--- src/rtl/reset_req_sequencer.sv ---
// Merges power-on, software and error reset requests into one fifo_rst_n pulse and tracks per-domain acknowledges.
// Latency: a request in IDLE lowers fifo_rst_n next cycle; no backpressure, requests arriving while busy are latched and merged.
module reset_req_sequencer #(
    parameter int PULSE_CYCLES   = 16,
    parameter int ACK_TIMEOUT    = 64,
    parameter int HOLDOFF_CYCLES = 8,
    parameter int NUM_DOMAINS    = 2
) (
    input  logic                   clk,
    input  logic                   rst,
    input  logic                   req_sw,
    input  logic                   req_err,
    input  logic [NUM_DOMAINS-1:0] dom_ack,
    output logic                   fifo_rst_n,
    output logic                   busy,
    output logic                   done,
    output logic                   timeout,
    output logic [2:0]             cause
);

    localparam int CNT_W = $clog2(PULSE_CYCLES + ACK_TIMEOUT + HOLDOFF_CYCLES) + 1;

    localparam logic [CNT_W-1:0] CNT_MAX      = '1;
    localparam logic [CNT_W-1:0] PULSE_LAST   = CNT_W'(PULSE_CYCLES - 1);
    localparam logic [CNT_W-1:0] ASSERT_LIMIT = CNT_W'(PULSE_CYCLES - 1 + ACK_TIMEOUT);
    localparam logic [CNT_W-1:0] RELEASE_LAST = CNT_W'(ACK_TIMEOUT - 1);
    localparam logic [CNT_W-1:0] HOLDOFF_LAST = CNT_W'(HOLDOFF_CYCLES - 1);

    typedef enum logic [1:0] {
        ST_IDLE,
        ST_ASSERT,
        ST_RELEASE,
        ST_HOLDOFF
    } state_t;

    state_t                 state_q, state_d;
    logic [CNT_W-1:0]       cnt_q, cnt_d;
    logic [CNT_W-1:0]       cnt_inc;
    logic                   pend_sw_q, pend_sw_d;
    logic                   pend_err_q, pend_err_d;
    logic                   timeout_q, timeout_d;
    logic [2:0]             cause_q, cause_d;
    logic                   fifo_rst_n_q, fifo_rst_n_d;
    logic                   busy_q, busy_d;
    logic                   done_q, done_d;
    logic [NUM_DOMAINS-1:0] ack_meta_q, ack_meta_d;
    logic [NUM_DOMAINS-1:0] ack_s_q, ack_s_d;
    logic                   all_lo;
    logic                   all_hi;
    logic                   start_req;

    // dom_ack is asynchronous to clk: two flops per bit before the FSM looks at it
    always_comb begin
        ack_meta_d = dom_ack;
        ack_s_d    = ack_meta_q;
    end

    assign all_lo    = (ack_s_q == '0);
    assign all_hi    = (ack_s_q == '1);
    assign start_req = pend_sw_q | pend_err_q | req_sw | req_err;
    assign cnt_inc   = (cnt_q == CNT_MAX) ? cnt_q : cnt_q + 1'b1;

    always_comb begin
        state_d    = state_q;
        cnt_d      = cnt_q;
        pend_sw_d  = pend_sw_q | req_sw;
        pend_err_d = pend_err_q | req_err;
        timeout_d  = timeout_q;
        cause_d    = cause_q;

        case (state_q)
            ST_IDLE: begin
                if (start_req) begin
                    state_d    = ST_ASSERT;
                    cause_d    = {pend_err_q | req_err, pend_sw_q | req_sw, 1'b0};
                    pend_sw_d  = 1'b0;
                    pend_err_d = 1'b0;
                    timeout_d  = 1'b0;
                    cnt_d      = '0;
                end
            end
            ST_ASSERT: begin
                cnt_d = cnt_inc;
                if ((cnt_q >= PULSE_LAST) && all_lo) begin
                    state_d = ST_RELEASE;
                    cnt_d   = '0;
                end else if (cnt_q >= ASSERT_LIMIT) begin
                    state_d   = ST_RELEASE;
                    timeout_d = 1'b1;
                    cnt_d     = '0;
                end
            end
            ST_RELEASE: begin
                cnt_d = cnt_inc;
                if (all_hi) begin
                    state_d = ST_HOLDOFF;
                    cnt_d   = '0;
                end else if (cnt_q >= RELEASE_LAST) begin
                    state_d   = ST_HOLDOFF;
                    timeout_d = 1'b1;
                    cnt_d     = '0;
                end
            end
            ST_HOLDOFF: begin
                cnt_d = cnt_inc;
                if (cnt_q >= HOLDOFF_LAST) begin
                    state_d = ST_IDLE;
                    cnt_d   = '0;
                end
            end
            default: begin
                state_d = ST_IDLE;
                cnt_d   = '0;
            end
        endcase

        // Outputs are registered from the next state so they line up with state_q
        fifo_rst_n_d = (state_d != ST_ASSERT);
        busy_d       = (state_d != ST_IDLE);
        done_d       = (state_q == ST_RELEASE) && (state_d == ST_HOLDOFF);
    end

    always_ff @(posedge clk) begin
        if (rst) begin
            state_q      <= ST_ASSERT;
            cnt_q        <= '0;
            pend_sw_q    <= 1'b0;
            pend_err_q   <= 1'b0;
            timeout_q    <= 1'b0;
            cause_q      <= 3'b001;
            fifo_rst_n_q <= 1'b0;
            busy_q       <= 1'b1;
            done_q       <= 1'b0;
            ack_meta_q   <= '1;
            ack_s_q      <= '1;
        end else begin
            state_q      <= state_d;
            cnt_q        <= cnt_d;
            pend_sw_q    <= pend_sw_d;
            pend_err_q   <= pend_err_d;
            timeout_q    <= timeout_d;
            cause_q      <= cause_d;
            fifo_rst_n_q <= fifo_rst_n_d;
            busy_q       <= busy_d;
            done_q       <= done_d;
            ack_meta_q   <= ack_meta_d;
            ack_s_q      <= ack_s_d;
        end
    end

    assign fifo_rst_n = fifo_rst_n_q;
    assign busy       = busy_q;
    assign done       = done_q;
    assign timeout    = timeout_q;
    assign cause      = cause_q;

endmodule
--- config.mk ---
export PLATFORM = sky130hd
export DESIGN_NAME = reset_req_sequencer
export DESIGN_NICKNAME = d
export VERILOG_FILES = /design/src/rtl/reset_req_sequencer.sv
export SDC_FILE = /design/constraint.sdc
export NUM_CORES = 1
export LEC_CHECK = 0
export ABC_AREA = 1
export CORE_ASPECT_RATIO = 1.5
export CORE_MARGIN = 8
export CORE_UTILIZATION = 40
export CTS_CLUSTER_SIZE = 40
export DETAILED_ROUTE_END_ITERATION = 12
export REMOVE_ABC_BUFFERS = 1
export SLEW_MARGIN = 20
export SYNTH_ARGS = -nofsm -noshare
export SYNTH_HDL_FRONTEND = slang
export SYNTH_SLANG_ARGS = --single-unit
--- constraint.sdc ---
create_clock -name clk -period 1.7 [get_ports clk]
set_input_delay 0.255 -clock clk [delete_from_list [all_inputs] [get_ports clk]]
set_output_delay 0.255 -clock clk [all_outputs]
set_load 0.03 [all_outputs]
==> metrics.txt, run 1 <==
final hold violation count=0; reg2reg setup slack=approximately 0.20 ns; r2r startpoint=cnt_q[1]; Yosys top cell by area=dfxtp_1; initial antenna violation count=0; maximum clock path buffer count=2; max incr delay on CP=0.67 ns; internal power=~0.87 mW; CP max stage cell=clkdlybuf4s50_1; Worst Setup Slack, final=between 0.15 and 0.2 ns; Root Buffer Master=clkbuf_8; Worst Path Arrival=approximately 1.3 ns; die area=between 4000 and 5000 um^2; share of the synthesized area in the top cell type=0.398; Crit path max-delay family=buffers and inverters; Syn Area/Cell=7.18 um^2; register area share after synthesis=0.398; Setup-failing EPs final=0; Critical Path Source=cause[0]; worst path bufs/invs=1; All-Layer GR Usage=0.120; Sw Pwr=around 0.37 mW; Netlist Area Pre-Place=roughly 1200 um^2; Worst Hold Class=flop to flop; final instance area=roughly 1400 um^2; row cnt=24; most frequent cell after synthesis=nand2_1; Port Buffers=12; Hold Slack=between 0.4 and 0.5 ns; hold bufs inserted after CTS=0; Final period util=0.904; Post-DRT Antenna Nets=0; # resized after CTS=0; routed via count=1,086; Synth Register Bits=23; worst-margin pin slew=0.365 ns; worst clock skew=a little under 0.004 ns; Clk pwr share=0.285; # H-tree levels=1; Final Slew Violations=0; Clk Latency, worst-skew pair=around 0.27 ns; worst vdd ir=about 0.72 mV; min Tclk post-route=approximately 1.5 ns; Pre-Repair DR Iteration Count=4; Net Sw Frac=0.296; Logic pwr share=0.218; metal2 WL=between 1 and 1.5 mm; Distinct cells, synth=20; n_diodes=0; CP Data Required Time=around 1.4 ns; core footprint=about 2800 um^2; ranking of synthesized cells by area=dfxtp_1 40%, nand2_1 13%, ha_1 6.5%, nand3_1 6.5%, inv_1 4.9%; final layout net count=approximately 200; io pins=13; share of layout cells above drive strength 1=0.158; Reg clk slew, reported paths=approximately 0.09 ns; cell count after synthesis=~160; # DRC=0; via/cell ratio=between 4 and 5; dpl hpwl=around 2.1 mm; Top Metal Used=met4; setup TNS=0 ns; max cap viols=0; post-CTS setup buffers=0; Setup CP Type=flop to output pin; Worst Setup EP=cause[0]; number of synthesized flops with an enable pin=0; critical path, cell by cell=clkdlybuf4s50_1; CTS tree=built; static leakage=~0.66 nW; DIE WIDTH=59.9 um; Worst Reg-to-Reg Cells=11; worst r2r dst=done; Starting Density=0.410; Setup crit end kind=output pin; number of global-route vias before repair=around 1,100; routability congestion estimate=between 0.9 and 1; Worst path depth=1; Area after DPL=between 1000 and 1500 um^2; total grt overflow=0; largest net degree at the start of global routing=15; WL met3=roughly 130 um; Area Overhead vs Synth=24.0%; ys async rst share=0; Ys Warns=0; crit path max fanout=2; Vert. Die Dim=roughly 80 um; Design Power=~1.2 mW; drt wl/cell=11.6 um; met1 wire length=a little over 1 mm; run status=complete, no violations; first-pass GRT wire length=about 4.5 mm; pre-CTS setup slack=between 0.08 and 0.09 ns; final WL=roughly 2.6 mm; clock sink count=23; Initial DRC Count=18; Flop pwr share=0.497; CP Launch Type=flop; Post-synth top cells=40 x nand2_1, 23 x dfxtp_1, 15 x inv_1, 15 x nand3_1, 15 x nor2_1; RSZ-0062 raised after global routing=no; total CTS buffers=3; Synth Flop Type=dfxtp_1; Relative slew margins=0.754; pwr dens=between 800 and 900 nW/um^2; achievable frequency=~650 MHz
metal layers:
metal,vias to the layer above,track usage
met5,-,0
met4,0,0.0528
met3,4,0.0408
met2,20,0.234
met1,499,0.105
li1,563,-
layout make-up:
class | instances | area, um^2
clock buffer | 3 | 41.3
clock inverter | 1 | 7.51
fill | 313 | 1390
inverter | 17 | 63.8
multi-input combinational | 120 | 631
sequential | 23 | 462
tap | 39 | 48.8
timing repair buffer | 20 | 180
power groups by stage:
stage / clock (mW) / sequential (mW) / combinational [mW]
after floorplan: 0 / 0.659 / 0.125
after global placement: 0 / 0.624 / 0.266
final: 0.353 / 0.614 / 0.269
after CTS: 0.360 / 0.613 / 0.272
after detailed placement: 0 / 0.626 / 0.270
after global routing: 0.388 / 0.621 / 0.298
flip-flops by register name, indices dropped and copies added (netlist names):
register    cells
ack_meta_q      2
ack_s_q         2
busy            1
cause           3
cnt_q           8
done            1
fifo_rst_n      1
pend_err_q      1
pend_sw_q       1
state_q         2
timeout         1
layout by cell type, fill, tap and decap left out, types with 8 or more instances in the layout:
cell	n
buf_4	8
dfxtp_1	22
nand3_1	15
clkdlybuf4s50_1	12
inv_1	15
nand2_1	40
a21oi_1	10
nor2_1	15
stage by stage:
stage / instances / util
floorplan: 160 / -
global placement: 219 / 0.489
detailed placement: 219 / 0.489
CTS: 223 / 0.507
global route: 223 / 0.508
finish: 223 / 0.508
how the worst min path moves through the flow:
| stage | startpoint | end | slack, ns | cells past startpoint |
|---|---|---|---|---|
| final | ack_meta_q[0] | ack_s_q[0] | 0.42 | 1 |
| after detailed placement | ack_meta_q[0] | ack_s_q[0] | 0.40 | 1 |
| after global routing | ack_meta_q[0] | ack_s_q[0] | 0.44 | 1 |
| after floorplan | rst | cause[1] | 0.32 | 1 |
| after global placement | ack_meta_q[0] | ack_s_q[0] | 0.39 | 1 |
| after CTS | ack_meta_q[0] | ack_s_q[0] | 0.43 | 1 |
logic make-up (layout without fill, tap and decap cells):
| logic type | after synthesis | after routing | share of synthesized area |
|---|---|---|---|
| compound gates | 19 | 19 | 0.0844 |
| xor+xnor | 3 | 3 | 0.0227 |
| fa+ha+maj | 6 | 6 | 0.0649 |
| buf+inv | 18 | 41 | 0.0584 |
| flops | 23 | 23 | 0.398 |
| simple gates | 92 | 92 | 0.371 |
(Power assumes the default switching activity.)
==> run 2, diff against run 1 <==
--- a/config.mk
+++ b/config.mk
@@ -12,7 +12,6 @@
 export CTS_CLUSTER_SIZE = 40
 export DETAILED_ROUTE_END_ITERATION = 12
 export REMOVE_ABC_BUFFERS = 1
-export SLEW_MARGIN = 20
 export SYNTH_ARGS = -nofsm -noshare
 export SYNTH_HDL_FRONTEND = slang
 export SYNTH_SLANG_ARGS = --single-unit
==> results of run 2 <==
No change in the layout: final DEF, timing and power equal those of run 1.
==> RTL change (flow settings as in run 2) <==
`HOLDOFF_CYCLES`: 8 -> 4.
--- a/src/rtl/reset_req_sequencer.sv
+++ b/src/rtl/reset_req_sequencer.sv
@@ -3,7 +3,7 @@
 module reset_req_sequencer #(
     parameter int PULSE_CYCLES   = 16,
     parameter int ACK_TIMEOUT    = 64,
-    parameter int HOLDOFF_CYCLES = 8,
+    parameter int HOLDOFF_CYCLES = 4,
     parameter int NUM_DOMAINS    = 2
 ) (
     input  logic                   clk,
Check against the original RTL: no difference found for any inputs over 10 cycles, from zero or initial values and one cycle with rst high; that may be too few to reach the edited logic, so the function may still have changed.
==> RTL change against run 2 <==
Sequential share of layout area up 0.17 points; setup slack lost 0.014 ns; utilization is 0.93 points lower; sequential cell count stayed put; cell area is 0.79% lower; global-route usage fell by 0.53 points; sequential power is 1% lower; power is 6.1% lower; hold slack worse by 0.0069 ns; clock skew increased by 0.00098 ns; wire length down 3.1%; synthesized area increased by 2.2%; largest cell class unchanged.
==> RTL change: results (changes against run 2) <==
[global_route]
grt_pass1_vias=1076  ; was 1085
grt_usage_pct=11.5  ; was 12.0%

[cells_and_area]
multi_input_gates=116  ; was 120
layout.nonclk_buf_share_pct=10.6  ; was 12.6%
regArea_sq_um=460  ; was 462 sq um
nClkBuffers=4  ; was 3
nonClockBufferCount=16  ; was 20
clk_share_pct=3.17  ; was 3.40%
drive_gt1_share_pct=18.0  ; was 15.8%
multiInputGateArea_sq_um=647  ; was 631 sq um
inv_count=19  ; was 17

[pwr]
p_leak_nw=0.681  ; was 0.657 nW
ir_worst_vdd_v=0.000534  ; was 0.000723 V
p_seq_mw=0.605  ; was 0.614 mW

[yosys]
ys_seq_area_share_pct=39.0  ; was 39.8%
synth_common_cells=nand2_1 (37), dfxtp_1 (23), inv_1 (17), nor2_1 (17), nand3_1 (14)  ; was nand2_1 (40), dfxtp_1 (23), inv_1 (15), nand3_1 (15), nor2_1 (15)
synth_fa_ha_area_share_pct=6.36  ; was 6.49%
synth_cell_type_count=23  ; was 20

[worst_setup_path]
crit_path_start=state_q[1]$_SDFF_PP0_  ; was cause[0]$_SDFFE_PP1P_
endpoint=done$_SDFF_PP0_  ; was cause[0]
max_stage_delay_ns=0.37  ; was 0.67 ns

[drt]
viasPerCell=4.68  ; was 4.87
routed_wl_um=2510  ; was 2590 um
drt_first_iter_violations=33  ; was 18

[run_status]
outcome=finished, final reports clean  ; unchanged

-- RTL change: metal layers --
| metal | up-vias | GRT usage [%] | part of all wire (%) |
|---|---|---|---|
| met5 | - | 0 | 0 |
| met1 | 461 | 11.1 | 41 |
| met2 | 12 | 22.3 | 55 |
| met3 | 2 | 2.64 | 2.9 |
| met4 | 0 | 4.32 | 0.76 |
| li1 | 540 | - | - |
-- RTL change: critical path: cells and delay by family (launching register included) --
family	cells	cell delay (ns)
flip-flops	1	0.37
buffers and inverters	2	0.22
AO/OA/AOI/OAI	2	0.21
adder cells (fa/ha/maj)	1	0.22
AND/OR/NAND/NOR	3	0.47
-- RTL change: through the flow --
| stage | util, % | setup WS, ns | std cells |
|---|---|---|---|
| after floorplan | - | 0.313 | 158 |
| after global placement | 48.2 | 0.102 | 213 |
| after detailed placement | 48.2 | 0.0992 | 213 |
| after CTS | 49.8 | 0.118 | 217 |
| after global routing | 49.9 | 0.00684 | 217 |
| final | 49.9 | 0.149 | 217 |
